--- src/rtl/systolic_skew_feeder.sv ---
// Systolic array edge feeder: takes one A column slice and one B row slice per
// beat and staggers lane i by i+1 enabled cycles so operands meet in step at
// each PE. Sequencing: IDLE -> CLEAR -> STREAM (K beats) -> FLUSH (2*N) -> DONE.
// Optional macro FEEDER_STALL_CNT_EN adds a saturating stall_cnt output.
module systolic_skew_feeder #(
    parameter int unsigned DW = 16,
    parameter int unsigned N  = 4,
    parameter int unsigned K  = 4
) (
    input  logic            clk,
    input  logic            rst,
    input  logic            in_valid,
    output logic            in_ready,
    input  logic [N*DW-1:0] a_in,
    input  logic [N*DW-1:0] b_in,
    output logic [N*DW-1:0] a_out,
    output logic [N*DW-1:0] b_out,
    output logic            pe_en,
    output logic            pe_rst,
    output logic            busy,
`ifdef FEEDER_STALL_CNT_EN
    output logic [15:0]     stall_cnt,
`endif
    output logic            done
);

    localparam int unsigned FW = $clog2(2 * N) + 1;
    localparam logic [FW-1:0] FlushLast = FW'(2 * N - 1);
    localparam logic [7:0]    BeatLast  = 8'(K - 1);

    typedef enum logic [2:0] {
        StIdle,
        StClear,
        StStream,
        StFlush,
        StDone
    } state_e;

    state_e          r_state;
    state_e          w_state_d;
    logic [7:0]      r_beat_cnt;
    logic [7:0]      w_beat_cnt_d;
    logic [FW-1:0]   r_flush_cnt;
    logic [FW-1:0]   w_flush_cnt_d;
    logic            w_clr;
    logic [N*DW-1:0] w_a_shin;
    logic [N*DW-1:0] w_b_shin;

    // State and counter registers.
    always_ff @(posedge clk) begin
        if (rst) begin
            r_state     <= StIdle;
            r_beat_cnt  <= '0;
            r_flush_cnt <= '0;
        end else begin
            r_state     <= w_state_d;
            r_beat_cnt  <= w_beat_cnt_d;
            r_flush_cnt <= w_flush_cnt_d;
        end
    end

    // Next-state, handshake and array control decode.
    always_comb begin
        w_state_d     = r_state;
        w_beat_cnt_d  = r_beat_cnt;
        w_flush_cnt_d = r_flush_cnt;
        in_ready      = 1'b0;
        pe_en         = 1'b0;
        done          = 1'b0;
        w_clr         = 1'b0;
        w_a_shin      = '0;
        w_b_shin      = '0;
        unique case (r_state)
            StIdle: begin
                // A request only wakes the block; the beat is taken in STREAM.
                if (in_valid) w_state_d = StClear;
            end
            StClear: begin
                w_clr         = 1'b1;
                w_beat_cnt_d  = '0;
                w_flush_cnt_d = '0;
                w_state_d     = StStream;
            end
            StStream: begin
                in_ready = 1'b1;
                if (in_valid) begin
                    pe_en    = 1'b1;
                    w_a_shin = a_in;
                    w_b_shin = b_in;
                    if (r_beat_cnt == BeatLast) begin
                        w_flush_cnt_d = '0;
                        w_state_d     = StFlush;
                    end else begin
                        w_beat_cnt_d = r_beat_cnt + 8'd1;
                    end
                end
            end
            StFlush: begin
                // Zeros are shifted in so the tail of the tile drains through.
                pe_en = 1'b1;
                if (r_flush_cnt == FlushLast) begin
                    w_state_d = StDone;
                end else begin
                    w_flush_cnt_d = r_flush_cnt + 1'b1;
                end
            end
            StDone: begin
                done      = 1'b1;
                w_state_d = StIdle;
            end
            default: w_state_d = StIdle;
        endcase
        // Reset is synchronous, so mask controls during the reset cycle itself.
        if (rst) begin
            in_ready = 1'b0;
            pe_en    = 1'b0;
            done     = 1'b0;
        end
    end

    assign busy   = !rst && (r_state != StIdle);
    assign pe_rst = rst || (r_state == StClear);

    // Per-lane skew shift registers, lane i is i+1 stages deep.
    for (genvar i = 0; i < N; i++) begin : g_lane
        logic [DW-1:0] r_a_sr [0:i];
        logic [DW-1:0] r_b_sr [0:i];

        // Shift only on enabled cycles; cleared by reset and CLEAR.
        always_ff @(posedge clk) begin
            if (rst || w_clr) begin
                for (int k = 0; k <= i; k++) begin
                    r_a_sr[k] <= '0;
                    r_b_sr[k] <= '0;
                end
            end else if (pe_en) begin
                r_a_sr[0] <= w_a_shin[i*DW +: DW];
                r_b_sr[0] <= w_b_shin[i*DW +: DW];
                for (int k = 1; k <= i; k++) begin
                    r_a_sr[k] <= r_a_sr[k-1];
                    r_b_sr[k] <= r_b_sr[k-1];
                end
            end
        end

        assign a_out[i*DW +: DW] = r_a_sr[i];
        assign b_out[i*DW +: DW] = r_b_sr[i];
    end

`ifdef FEEDER_STALL_CNT_EN
    logic [15:0] r_stall_cnt;

    // Count STREAM cycles with no beat offered, saturating.
    always_ff @(posedge clk) begin
        if (rst || w_clr) begin
            r_stall_cnt <= '0;
        end else if ((r_state == StStream) && !in_valid && (r_stall_cnt != 16'hFFFF)) begin
            r_stall_cnt <= r_stall_cnt + 16'd1;
        end
    end

    assign stall_cnt = r_stall_cnt;
`endif

endmodule
--- config.mk ---
export PLATFORM = sky130hd
export DESIGN_NAME = systolic_skew_feeder
export DESIGN_NICKNAME = d
export VERILOG_FILES = /design/src/rtl/systolic_skew_feeder.sv
export SDC_FILE = /design/constraint.sdc
export NUM_CORES = 1
export LEC_CHECK = 0
export ABC_AREA = 1
export BUFFER_PORTS_ARGS = -buffer_cell sky130_fd_sc_hd__buf_2
export CORE_MARGIN = 3
export CORE_UTILIZATION = 28
export CTS_BUF_LIST = sky130_fd_sc_hd__clkbuf_4 sky130_fd_sc_hd__clkbuf_8 sky130_fd_sc_hd__clkbuf_16
export DETAILED_ROUTE_END_ITERATION = 7
export PLACE_DENSITY_LB_ADDON = 0.12
export SLEW_MARGIN = 20
export SYNTH_ARGS = -nofsm -noshare
export SYNTH_HDL_FRONTEND = slang
export SYNTH_SLANG_ARGS = --single-unit
--- constraint.sdc ---
create_clock -name clk -period 18.2 [get_ports clk]
set_clock_uncertainty 0.05 [all_clocks]
set_input_delay 3.64 -clock clk [delete_from_list [all_inputs] [get_ports clk]]
set_output_delay 3.64 -clock clk [all_outputs]
set_load 0.1 [all_outputs]
==> summary.txt, run 1 <==
Worst setup path
  • Crit path capture: pe_rst
  • Crit Reg-Reg Startpoint: r_state[0]
  • Crit path DAT: 4.78 ns
  • Required @ worst endpoint: 14.51 ns
  • Crit Path Class: in2out
  • Startpoint Class: primary input
  • Crit end category: output port
  • CP max FO: 12
  • Worst Setup SP: rst
  • Worst reg2reg endpoint: g_lane[3].r_a_sr[0][60]
  • Worst Reg-to-Reg Cells: 7
  • Reg2reg setup slack: 14.36 ns

Layout
  • N_diodes: 0
  • Final non-filler cell total: 2,126
  • Final Cell Area: 17,200 µm²
  • Nets@finish: 1,552
  • Layout fillers: 5,294
  • Share of cells above drive strength 1: 0.306
  • Synthesis-to-finish area growth: 18.0%

Synthesis
  • Mapped Nets: 1,359
  • Mapped cell area: ~15,000 µm²
  • Synth cell types: 26
  • Yosys Warn Count: 0
  • Syn_area_per_cell: around 12 µm²
  • Synth Register Bits: 335
  • Area share of the largest cell type after synthesis: 0.657
  • Post-synth top area cell: edfxtp_1
  • Synth Instances: 1,226
  • Post-synthesis sequential area ratio: 0.678
  • Ranking of synthesized cells by area: edfxtp_1 (66%), inv_1 (8.6%), nor2_4 (7.1%)

Route
  • Post-DR vias/cell: 3.76
  • First DRT Iteration DRCs: about 430
  • DR pass1 iterations: 4
  • Via count: 7,995
  • WL final: 27,900 µm
  • Drc violations: 0
  • ANT nets after route: 0
  • WL/cell: 13.1 µm

CTS
  • Clock root buffer: clkbuf_16
  • Postcts setup bufs: 0
  • Hold-fix buffers, CTS: 0
  • H-Tree Depth: 2
  • Post-CTS resize count: 0
  • Clk_lat worst skew: 0.54 ns
  • Max Root-Sink Buffers: 3
  • Sink Count: roughly 340
  • TritonCTS Buffers: 40
  • TritonCTS clock tree: built
  • Reg clk slew, reported paths: ~0.06 ns

GRT
  • GRT Resource Usage Total: 0.0985
  • First-pass GRT wire length: approximately 42,000 µm
  • Pin count of the biggest net entering global routing: 108
  • Vias in the first global route: roughly 7,600
  • Initial antenna violation count: 2
  • Total grt overflow: 0

STA
  • Slew margin rel.: 0.312
  • Worst Tran Pin Value: 1.03 ns
  • Setup TNS: 0 ns
  • Final setup viols: 0
  • Final Hold Vio Count: 0
  • Max Fclk: 118 MHz
  • Final period utilization: 0.465
  • Max-slew violations: 0
  • Final Worst Setup Slack: 9.73 ns
  • Setup repair after global routing missed its margin: false
  • Min Clock Period, post-route: 8.47 ns

Power and ir drop
  • Pwr dens: 124 nW/µm²
  • LEAKAGE: about 7.5 nW
  • Max VDD drop: 52.8 µV

Floorplan
  • Row count: 83
  • Starting Density: 0.284
  • Chip width: between 200 and 250 µm
  • Die Y: 234 µm
  • IO Count: 264
  • Full die area: roughly 55,000 µm²
  • Core ar.: 51,500 µm²

Worst hold path
  • Tightest Hold Check Type: reg2reg

Place
  • Dpl hpwl: 17,100 µm
  • Worst slack, placed: ~9.7 ns
  • Final GP Congestion: 0.714
  • Placed cell areas: 15,900 µm²
  • Placed insts: 2,057
  • I/O Buffers: 263

Run status
  • Status: complete, no violations

Job
  • # Max-Cap Violations: 0
## how the worst min path moves through the flow
stage	from	to	slack, ns	cells after the start
floorplan	r_beat_cnt[6]	r_beat_cnt[6]	0.42	2
global placement	r_beat_cnt[7]	r_beat_cnt[7]	0.45	2
detailed placement	r_flush_cnt[2]	r_flush_cnt[2]	0.46	2
CTS	r_flush_cnt[2]	r_flush_cnt[2]	0.47	2
global route	r_flush_cnt[2]	r_flush_cnt[2]	0.49	2
finish	r_beat_cnt[7]	r_beat_cnt[7]	0.47	2
## stage by stage
| stage | util | hold slack, ns | power (mW) |
|---|---|---|---|
| after floorplan | - | 0.423 | 1.32 |
| after global placement | 0.309 | 0.452 | 1.33 |
| after detailed placement | 0.309 | 0.457 | 1.33 |
| after CTS | 0.335 | 0.467 | 2.18 |
| after global routing | 0.335 | 0.489 | 2.23 |
| final | 0.335 | 0.466 | 2.14 |
## worst max-delay path, cell delays in order
cell	delay, ns
buf_2	0.26
inv_1	0.29
nand2_1	0.13
buf_2	0.44
## sequential cells by signal, summed over array words and instances, names as in the netlist
signal / cells
g_lane.r_a_sr: 160
g_lane.r_b_sr: 160
r_beat_cnt: 8
r_flush_cnt: 4
r_state: 3
## metal layers
layer	routed length [µm]	vias to the layer above	GRT usage	part of all wire
li1	-	4027	-	-
met1	12300	3750	0.131	0.44
met2	13100	156	0.154	0.47
met3	1660	58	0.0292	0.059
met4	707	4	0.0342	0.025
met5	21	-	0	0.00075
## cells in the final DEF, fill, tap and decap left out, drive strengths merged
cell,count
ha,2
xor2,2
nor3,1
nor4,1
a31oi,2
nand3,24
nand4,1
edfxtp,320
clkbuf,51
a21oi,10
nor2,345
dfxtp,15
o21ai,3
nand2,43
buf,270
inv,338
clkinvlp,1
clkinv,11
bufinv,6
## synth_stat cells
library cell  count
inv_1           335
edfxtp_1        320
nor2_1          241
nor2_4           92
buf_4            80
nand2_1          42
nand3_1          22
buf_2            21
dfxtp_1          15
nor2_2           11
a21oi_1          10
buf_12           10
buf_6             4
clkbuf_1          4
inv_2             3
o21ai_0           3
a31oi_1           2
ha_1              2
xor2_1            2
nand2_4           1
nand3_2           1
nand3_4           1
nand4_1           1
nor2_8            1
nor3_1            1
nor4_1            1
## layout make-up
class                           instances  area [µm²]  area share
Timing Repair Buffer                  270        1370      0.0794
Sequential cell                       335        9910       0.575
Multi-Input combinational cell        434        2490       0.145
Tap cell                              680         851      0.0493
Inverter                              338        1270      0.0739
Clock inverter                         18         234      0.0136
Clock buffer                           51        1110      0.0646
## cell families (layout without fill, tap and decap cells)
logic type,count (synthesis),after routing,synth area share
xor gates and xnor gates,2,2,0.00120
adders and majority gates,2,2,0.00171
and+or+nand+nor,415,415,0.161
AOI/OAI and AO/OA,15,15,0.00531
DFF,335,335,0.678
buffers and inverters,457,677,0.153
## power breakdown
group / total, mW / internal (mW) / switching, mW / leakage (nW)
sequential: 0.953 / 0.932 / 0.0210 / 3.53
clock: 0.825 / 0.515 / 0.310 / 0.668
combinational: 0.357 / 0.0466 / 0.310 / 3.29
total: 2.14 / 1.49 / 0.642 / 7.49
Power figures use the tool's default switching activity.
==> run 2: changes to the inputs <==
==> constraint.sdc (replaced) <==
create_clock -name clk -period 8.4 [get_ports clk]
set_clock_uncertainty 0.05 [all_clocks]
set_input_delay 1.68 -clock clk [delete_from_list [all_inputs] [get_ports clk]]
set_output_delay 1.68 -clock clk [all_outputs]
set_load 0.1 [all_outputs]
==> run 2 against run 1 <==
Against the previous run: total power is 110% higher; flip-flop and latch count stayed put; via count is 0.98% lower; critical endpoint unchanged.
==> summary.txt, run 2 (same netlist as run 1, synthesis figures left out) <==
Layout
  • Final Cell Area: 17,200 µm² (about the same)
  • Leading registers by flop count: g_lane.r_a_sr x160, g_lane.r_b_sr x160, r_beat_cnt x8 (unchanged)
  • Layout fillers: 5,351 (was 5,294)
  • Nets@finish: 1,551 (was 1,552)
  • Most frequent cells in the layout: inv_1 (335), edfxtp_1 (320), buf_2 (263) (unchanged)
  • Synthesis-to-finish area growth: 18.0% (about the same)
  • Commonest non-fill, non-tap cell in the layout: inv_1 (unchanged)
  • Share of cells above drive strength 1: 0.305 (was 0.306)
  • Fin util: 0.335 (about the same)

Floorplan
  • Die Y: 234 µm (unchanged)
  • Chip width: 234 µm (unchanged)
  • Full die area: 55,000 µm² (unchanged)
  • IO Count: 264 (unchanged)
  • Row count: 83 (unchanged)
  • Starting Density: 0.284 (unchanged)
  • Core ar.: 51,500 µm² (unchanged)

CTS
  • Post-CTS resize count: 0 (unchanged)
  • Postcts setup bufs: 0 (unchanged)
  • Max Root-Sink Buffers: 3 (unchanged)
  • H-Tree Depth: 2 (unchanged)
  • TritonCTS clock tree: built (unchanged)
  • Reg clk slew, reported paths: 0.05 ns (was 0.06 ns)
  • TritonCTS Buffers: 42 (was 40)
  • Hold-fix buffers, CTS: 0 (unchanged)
  • Clk_lat worst skew: 0.55 ns (was 0.54 ns)
  • Clock root buffer: clkbuf_16 (unchanged)
  • Sink Count: 335 (unchanged)

Worst setup path
  • Worst reg2reg endpoint: g_lane[3].r_b_sr[2][0] (was g_lane[3].r_a_sr[0][60])
  • Crit Reg-Reg Startpoint: r_state[0] (unchanged)
  • Crit end category: output port (unchanged)
  • Required @ worst endpoint: 6.67 ns (was 14.51 ns)
  • Crit Path Class: in2out (unchanged)
  • CP max FO: 12 (unchanged)
  • Worst Setup SP: rst (unchanged)
  • Crit path capture: pe_rst (unchanged)
  • Reg2reg setup slack: 5.38 ns (was 14.36 ns)
  • Crit path DAT: 2.86 ns (was 4.78 ns)
  • Startpoint Class: primary input (unchanged)
  • Worst Reg-to-Reg Cells: 8 (was 7)

Place
  • Placed cell areas: 15,900 µm² (about the same)
  • Dpl hpwl: 16,500 µm (was 17,100 µm)
  • Worst slack, placed: 3.81 ns (was 9.72 ns)
  • Final GP Congestion: 0.710 (was 0.714)
  • I/O Buffers: 263 (unchanged)

STA
  • Final setup viols: 0 (unchanged)
  • Min Clock Period, post-route: 4.59 ns
  • Final Worst Setup Slack: 3.81 ns (was 9.73 ns)
  • Final Hold Vio Count: 0 (unchanged)
  • Setup TNS: 0 ns (unchanged)
  • Max Fclk: 218 MHz
  • Final period utilization: 0.546
  • Setup repair after global routing missed its margin: false (unchanged)
  • Slew margin rel.: 0.352 (was 0.312)
  • Worst Tran Pin Value: 0.972 ns (was 1.03 ns)
  • Max-slew violations: 0 (unchanged)

GRT
  • First-pass GRT wire length: 42,700 µm (was 42,100 µm)
  • GRT Resource Usage Total: 0.0998 (was 0.0985)
  • Total grt overflow: 0 (unchanged)
  • Initial antenna violation count: 2 (unchanged)
  • Pin count of the biggest net entering global routing: 157 (was 108)
  • Vias in the first global route: 7,595 (was 7,613)

Route
  • Post-DR vias/cell: 3.72 (was 3.76)
  • WL final: 28,000 µm (was 27,900 µm)
  • ANT nets after route: 0 (unchanged)
  • WL/cell: 13.1 µm (about the same)
  • Drc violations: 0 (unchanged)
  • First DRT Iteration DRCs: 405 (was 427)
  • Via count: 7,917 (was 7,995)
  • DR pass1 iterations: 4 (unchanged)

Power and ir drop
  • LEAKAGE: 7.49 nW (about the same)
  • Max VDD drop: 109 µV (was 52.8 µV)
  • Pwr dens: 265 nW/µm² (was 124 nW/µm²)

Job
  • # Max-Cap Violations: 0 (unchanged)

Run status
  • Status: complete, no violations (unchanged)

Worst hold path
  • Tightest Hold Check Type: reg2reg (unchanged)
## run 2: cell count changes in the layout (fill, tap and decap cells not counted)
| cell | before | now |
|---|---|---|
| clkinv_2 | 4 | 3 |
| clkbuf_16 | 41 | 42 |
| clkinv_1 | 7 | 12 |
| clkinv_8 | 0 | 1 |
| buf_4 | 7 | 1 |
| inv_8 | 0 | 1 |
| bufinv_16 | 6 | 2 |
| clkbuf_8 | 2 | 3 |
| buf_12 | 0 | 3 |
| clkbuf_4 | 8 | 10 |
| inv_6 | 1 | 3 |
| diode_2 | 0 | 1 |
| clkinvlp_4 | 1 | 0 |
## run 2: per-layer routing
metal | up-vias | track usage | part of all wire
li1 | 4029 | - | -
met1 | 3658 | 0.134 | 0.45
met2 | 186 | 0.150 | 0.46
met3 | 42 | 0.0336 | 0.070
met4 | 2 | 0.0354 | 0.023
met5 | - | 0 | 0.00047
## run 2: worst max-delay path: stages
cell     delay [ns]
buf_2          0.28
inv_1          0.30
nand2_1        0.14
buf_2          0.44
## run 2: cell type report
cell class	instances	area (µm²)	share of cell area
flip-flops and latches	335	9910	0.575
multi-input cells	434	2490	0.145
repair buffers	267	1380	0.0802
inverters	338	1270	0.0738
clock buffers	55	1170	0.0677
well taps	680	851	0.0493
clock inverters	21	165	0.00958
diodes	1	2.50	0.000145
## run 2: through the flow
step	cells	total power, mW	hold slack [ns]
2_1_floorplan	1226	2.81	0.423
6_report	2131	4.58	0.463
4_1_cts	2130	4.67	0.468
3_3_place_gp	2054	2.88	0.448
5_1_grt	2130	4.79	0.496
3_5_place_dp	2054	2.89	0.460
## run 2: how the worst min path moves through the flow
stage,start,to,cells past startpoint
2_1_floorplan,r_beat_cnt[6],r_beat_cnt[6],2
3_3_place_gp,r_flush_cnt[2],r_flush_cnt[2],2
3_5_place_dp,r_flush_cnt[2],r_flush_cnt[2],2
4_1_cts,r_flush_cnt[2],r_flush_cnt[2],2
5_1_grt,r_beat_cnt[7],r_beat_cnt[7],2
6_report,r_flush_cnt[2],r_flush_cnt[2],2
## run 2: report_power, final
| part | switching, mW | internal [mW] |
|---|---|---|
| Sequential | 0.0469 | 2.02 |
| Clock | 0.695 | 1.04 |
| Combinational | 0.671 | 0.103 |
| Total | 1.41 | 3.16 |
